--- src/rtl/mem_arbiter.sv ---
// mem_arbiter: shares one single-port memory between an instruction-fetch
// port and a data load/store port. Data has fixed priority over fetch.
// Each transaction runs IDLE -> ISSUE -> WAIT* -> RESP -> IDLE.
// Optional: define MEM_ARB_TIMEOUT_EN to bound WAIT at 15 cycles; on expiry
// the sticky err flag is set and the owner completes with zero read data.
module mem_arbiter (
  input  logic        clk,
  input  logic        rst,
  input  logic        if_req,
  input  logic [15:0] if_addr,
  output logic [15:0] if_rdata,
  output logic        if_done,
  output logic        if_stall,
  input  logic        d_req,
  input  logic        d_wr,
  input  logic [15:0] d_addr,
  input  logic [15:0] d_wdata,
  output logic [15:0] d_rdata,
  output logic        d_done,
  output logic        d_stall,
  output logic        mem_en,
  output logic        mem_wr,
  output logic [15:0] mem_addr,
  output logic [15:0] mem_wdata,
  input  logic [15:0] mem_rdata,
  input  logic        mem_done,
  output logic        err
);

  localparam logic [1:0] IDLE  = 2'd0;
  localparam logic [1:0] ISSUE = 2'd1;
  localparam logic [1:0] WAIT  = 2'd2;
  localparam logic [1:0] RESP  = 2'd3;

  logic [1:0] state;
  logic       owner;    // 0 = fetch, 1 = data
  logic       timeout;  // WAIT has expired without mem_done this cycle

  // Strobes and stalls are decoded straight from state so reset clears them at once
  assign mem_en   = (state == ISSUE);
  assign if_done  = (state == RESP) && !owner;
  assign d_done   = (state == RESP) &&  owner;
  assign if_stall = if_req & ~if_done;
  assign d_stall  = d_req  & ~d_done;

`ifdef MEM_ARB_TIMEOUT_EN
  logic [3:0] tcnt;

  // The 15th consecutive WAIT cycle sees tcnt == 14 (first WAIT cycle sees 0)
  assign timeout = (state == WAIT) && (tcnt == 4'd14) && !mem_done;

  // WAIT-cycle counter and sticky timeout flag
  always_ff @(posedge clk or posedge rst) begin
    if (rst) begin
      tcnt <= '0;
      err  <= 1'b0;
    end else begin
      if (state == ISSUE)
        tcnt <= '0;
      else if (state == WAIT && !mem_done)
        tcnt <= tcnt + 4'd1;
      if (timeout)
        err <= 1'b1;
    end
  end
`else
  assign timeout = 1'b0;
  assign err     = 1'b0;
`endif

  // Arbitration, command latching and response capture
  always_ff @(posedge clk or posedge rst) begin
    if (rst) begin
      state     <= IDLE;
      owner     <= 1'b0;
      mem_wr    <= 1'b0;
      mem_addr  <= '0;
      mem_wdata <= '0;
      if_rdata  <= '0;
      d_rdata   <= '0;
    end else begin
      case (state)
        IDLE: begin
          if (d_req) begin
            owner     <= 1'b1;
            mem_wr    <= d_wr;
            mem_addr  <= d_addr;
            mem_wdata <= d_wdata;
            state     <= ISSUE;
          end else if (if_req) begin
            owner    <= 1'b0;
            mem_wr   <= 1'b0;
            mem_addr <= if_addr;
            state    <= ISSUE;
          end
        end
        ISSUE, WAIT: begin
          if (mem_done) begin
            if (!owner)
              if_rdata <= mem_rdata;
            else if (!mem_wr)
              d_rdata <= mem_rdata;
            state <= RESP;
          end else if (timeout) begin
            if (!owner)
              if_rdata <= '0;
            else if (!mem_wr)
              d_rdata <= '0;
            state <= RESP;
          end else begin
            state <= WAIT;
          end
        end
        default: state <= IDLE;  // RESP: done pulse lasts this one cycle
      endcase
    end
  end

endmodule
--- config.mk ---
export PLATFORM = sky130hd
export DESIGN_NAME = mem_arbiter
export DESIGN_NICKNAME = d
export VERILOG_FILES = /design/src/rtl/mem_arbiter.sv
export SDC_FILE = /design/constraint.sdc
export NUM_CORES = 1
export LEC_CHECK = 0
export BUFFER_PORTS_ARGS = -buffer_cell sky130_fd_sc_hd__buf_4
export CORE_MARGIN = 1.5
export CORE_UTILIZATION = 46
export CTS_CLUSTER_SIZE = 20
export DETAILED_ROUTE_END_ITERATION = 16
export PLACE_DENSITY = 0.8
export SYNTH_ARGS = -nofsm -noshare
export SYNTH_HDL_FRONTEND = slang
export SYNTH_SLANG_ARGS = --single-unit
--- constraint.sdc ---
create_clock -name clk -period 1.9 [get_ports clk]
set_input_delay 0 -clock clk [delete_from_list [all_inputs] [get_ports clk]]
set_output_delay 0 -clock clk [all_outputs]
set_load 0.03 [all_outputs]
* After elaboration in Yosys (flattened, before gate mapping)
Index checks and enable logic that the tools add are counted.
** Storage, ports and cells
- Flip-flop bits (word level) :: 68
- Bits of input ports :: 70
- Output and inout port bits :: 71
- Word-level logic and storage cells :: 36
** Operators by class
- Equality and inequality tests :: 4
- Mux-type cells :: 9
- Bitwise gates (word level) :: 6
- Reduce and logical (&&, ||, !) cells :: 10
** Operator list (number)
- $mux W16 :: 2
- $eq A2 B2 Y1 const B :: 2
- $mux W1 :: 4
- $mux W2 :: 2
- $not A1 Y1 :: 4
- $pmux W2 S2 :: 1
- $reduce_and A2 Y1 :: 2
- $reduce_and A4 Y1 :: 1
- $ne A3 B3 Y1 const B :: 1
- $reduce_and A3 Y1 :: 1
- $and A1 B1 Y1 :: 2
- $eq A2 B1 Y1 const B :: 1
- $logic_and A1 B1 Y1 :: 2
- $logic_not A2 Y1 :: 1
- $reduce_bool A2 Y1 :: 1
- $reduce_or A2 Y1 :: 1
- $logic_not A1 Y1 :: 1

* Longest topological paths before layout
- Depth after elaboration :: 4
- Mapped depth :: 6

* Worst setup path after synthesis
No wires, ideal clock.
- Path kind :: register -> register
- Start :: reg state[0]
- End :: reg if_rdata[0]
- Setup time :: 0.125 ns
- Arrival :: 1.450 ns
- Required time :: 1.775 ns
- Setup slack :: 0.325 ns
- Stages on the path, launching flop included :: 6
- Period minus slack after synthesis :: 1.575 ns
- Cells stage by stage :: dfrtp_1 > inv_1 > ha_1 > nand3b_4 > buf_4 > mux2_2
** On the way
- Word-level cells in the longest chain between the ends :: 3
- Elaborated cells between the ends (all ways) :: 4
- Classes of those cells :: 2 x eq/ne; 2 x reduce/logical
** RTL lines
- start: declaration :: line 35 : logic [1:0] state;
- start signal: assignment :: line 74 : state <= IDLE;
- start signal: assignment :: line 89 : state <= ISSUE;
- start signal: assignment :: line 94 : state <= ISSUE;
- $eq A2 B1 Y1 / $eq A2 B2 Y1 (equally long branches) :: line 82 : case (state)
- $reduce_or A2 Y1 (*) :: line 82
- $reduce_and A3 Y1 (no line) (*)
- end signal: assignment :: line 100 : if_rdata <= mem_rdata;
- end: declaration :: line 11 : output logic [15:0] if_rdata,
Every way passes the cells marked *; elsewhere a longest branch is shown, timed or not.
A chain may end at the register's enable or synchronous reset.

* Final worst setup path
- Start :: reg state[0]
- End :: reg d_rdata[15]
** On the way
- Word-level cells in the longest chain between the ends :: 3
- Elaborated cells between the ends (all ways) :: 4
- Classes of those cells :: 2 x eq/ne; 2 x reduce/logical
** RTL lines
- $eq A2 B1 Y1 / $eq A2 B2 Y1 (equally long branches) :: line 82
- $reduce_or A2 Y1 (*) :: line 82
- $reduce_and A4 Y1 (no line) (*)
- end signal: assignment :: line 102 : d_rdata <= mem_rdata;
- end: declaration :: line 18 : output logic [15:0] d_rdata,
Marks and branches as above.

==> flow_metrics.py <==
metrics = {
    "clocking": {
        "cts-hold-fix-buffers": 34,
        "clockBufferDepth": 2,
        "ctsHtreeMaxLevel": 3,
        "numCtsBuffers": 9,
        "clock-root-buffer": "clkbuf_8",
        "clk_latency_ns": 0.33,
        "clock-sinks": 68,
        "path_clk_slew_ns": 0.07,
        "cts_resized": 0,
        "cts_setup_buffers": 0,
        "tritoncts": "yes",
    },
    "logic_synthesis": {
        "synth-async-reset-ratio_pct": 100,
        "syn-cell-area_um2": 2950,
        "synth.distinct_cells": 22,
        "yosysWarnings": 0,
        "syn_avg_cell_area_um2": 16.2,
        "yosys.area_share.simple_pct": 3.57,
        "yosysTopAreaCell": "dfrtp_1",
        "synth_nets": 256,
        "muxShareOfSynthArea_pct": 32.1,
        "netlist_instances": 182,
        "ys.flop_type": "dfrtp_1",
        "ys_seq_area_share_pct": 57.7,
        "synth_top_family_by_area": "multiplexers",
        "synth_xor_area_share_pct": 0,
        "synth_compound_area_share_pct": 1.19,
        "synth_edf_count": 0,
        "synth_area_leaders": "dfrtp_1 (58%), mux2_2 (27%), mux2_4 (4.6%), ha_1 (1.7%), buf_6 (1.5%)",
        "synth_fa_ha_area_share_pct": 1.70,
        "post-synth-top-area-fraction_pct": 57.7,
        "ys_ff_latch": 68,
    },
    "detailed_routing": {
        "dr.pass1.iters": 5,
        "antenna_left": 0,
        "viasPerCell": 4.89,
        "vias": 2152,
        "wl_per_cell_um": 16.5,
        "routed_wl_um": 7240,
        "dr.first_iter.drc_count": 72,
        "drc": 0,
    },
    "critical_path": {
        "rr_worst_depth": 4,
        "cp-end-kind": "flop",
        "rrSetupSlack_ns": 0.17,
        "start_kind": "flop",
        "r2r_start": "state[0]$_DFFE_PP0P_",
        "worstSetupPathType": "reg2reg",
        "r2r-end": "d_rdata[15]$_DFFE_PP0P_",
        "worstPathArrival_ns": 1.94,
        "worstPathMaxFanout": 16,
        "cp.required_ns": 2.11,
    },
    "global_routing": {
        "grt_pass1_vias": 2458,
        "grt_max_degree": 69,
        "grt-ovfl-total": 0,
        "grt_pass1_wl_um": 12100,
        "grt_usage_pct": 22.4,
        "antenna_found_initial": 0,
    },
    "finish": {
        "nFillCells": 395,
        "syn2layout_area_growth_pct": 57.0,
        "drive_above_1_share_pct": 66.2,
        "fin_nets": 433,
        "final_util_pct": 76.3,
    },
    "floorplan": {
        "start_util_pct": 48.6,
        "die_w_um": 83.0,
        "rows": 28,
        "ios": 141,
        "die_area_um2": 6890,
        "die_height_um": 83.0,
        "core_um2": 6060,
    },
    "min_path": {
        "hold_path_depth": 3,
        "hp-class": "in2reg",
        "hold_end": "mem_addr[15]$_DFFE_PP0P_",
        "timing.hold.worst.start": "d_addr[15]",
    },
    "job": {
        "cap_violations": 0,
    },
    "placed_design": {
        "gp_congestion": 0.731,
        "port_buffers": 139,
        "dp_hpwl_um": 4850,
    },
    "sta": {
        "max_freq_ghz": 0.578,
        "finalSetupViolations": 0,
        "rsz0062_at_grt": "false",
        "tns_ns": 0,
        "fin_skew_ns": 0.00670,
        "finalCritPeriodShare_pct": 91.1,
        "hold_viol_final": 0,
        "min_period_ns": 1.73,
        "slew_violations": 0,
    },
    "power_and_ir_drop": {
        "leakagePower_nw": 2.24,
        "total_power_w": 0.00863,
        "pwr_density_cell_nw_per_um2": 1870,
        "peakVddDrop_mv": 1.20,
    },
    "run_status": {
        "status": "complete, no violations",
    },
}
==> power by group <==
| part | internal (W) | switching (W) |
|---|---|---|
| registers | 0.00220 | 0.000453 |
| clock network | 0.000908 | 0.000552 |
| logic | 0.00205 | 0.00247 |
| total | 0.00516 | 0.00347 |
==> per-layer routing <==
layer / vias to the layer above / GRT usage (%) / share of wire, %
met5: - / 0 / 0
met4: 0 / 9.09 / 1.8
met3: 8 / 5.77 / 4.8
met2: 72 / 42.1 / 57
met1: 1076 / 23.5 / 36
li1: 996 / - / -
==> cell usage in the layout (no fill, tap or decap), types with 3 or more instances in the layout <==
cell and n:
buf_4 139, mux2_2 71, dfrtp_1 68, dlygate4sd3_1 34, clkbuf_8 10, mux2_4 9
ha_1 4, inv_1 3, nor2b_1 3, bufinv_16 3
==> critical path, stage by stage (launching register included) <==
cell and delay (ns):
dfrtp_1 0.44, inv_1 0.07, ha_1 0.42, nand4b_4 0.31, mux2_2 0.37
==> cell families (layout without fill, tap and decap cells) <==
| family | count (synthesis) | count (layout) |
|---|---|---|
| AO/OA/AOI/OAI | 5 | 5 |
| multiplexers | 81 | 81 |
| AND/OR/NAND/NOR | 10 | 10 |
| adder cells (fa/ha/maj) | 4 | 4 |
| flip-flops | 68 | 68 |
| other | 1 | 2 |
| buffers and inverters | 13 | 195 |
==> layout make-up <==
type	instances	area [um2]	area share, %
inverter	4	15.0	0.325
multi-input combinational	101	1140	24.6
sequential	68	1700	36.8
timing repair buffer	175	1420	30.8
clock buffer	10	138	2.98
antenna	1	2.50	0.0541
tap	75	93.8	2.03
clock inverter	6	111	2.41
==> through the flow <==
step	worst slack (ns)	hold WS, ns	instances	area, um2
3_3_place_gp	0.262	0.110	389	4030
3_5_place_dp	0.186	0.111	389	4030
4_1_cts	0.155	0.0227	439	4620
2_1_floorplan	0.188	0.132	182	2950
5_1_grt	0.0633	0.0113	439	4620
6_report	0.169	0.0318	440	4630
==> flip-flops by register name, summed over array words and instances, names as in the netlist <==
register   flops
owner          1
d_rdata       16
mem_wdata     16
mem_addr      16
state          2
if_rdata      16
mem_wr         1
==> cells in the mapped netlist, types with 2 or more instances <==
master     instances
buf_2              2
buf_4              2
buf_6              4
dfrtp_1           68
ha_1               4
inv_1              4
mux2_2            71
mux2_4             9
nand4bb_1          2
nor2b_1            3
o21ai_0            2
==> how the worst max path moves through the flow <==
| stage | startpoint | endpoint | slack [ns] | depth (start not counted) |
|---|---|---|---|---|
| 2_1_floorplan | rst | d_rdata[0]$_DFFE_PP0P_ | 0.19 | 1 |
| 3_3_place_gp | state[0]$_DFFE_PP0P_ | d_rdata[13]$_DFFE_PP0P_ | 0.26 | 4 |
| 3_5_place_dp | state[0]$_DFFE_PP0P_ | d_rdata[15]$_DFFE_PP0P_ | 0.19 | 4 |
| 4_1_cts | state[0]$_DFFE_PP0P_ | d_rdata[15]$_DFFE_PP0P_ | 0.16 | 4 |
| 5_1_grt | state[0]$_DFFE_PP0P_ | d_rdata[15]$_DFFE_PP0P_ | 0.06 | 4 |
| 6_report | state[0]$_DFFE_PP0P_ | d_rdata[15]$_DFFE_PP0P_ | 0.17 | 4 |
Power figures use the tool's default switching activity.
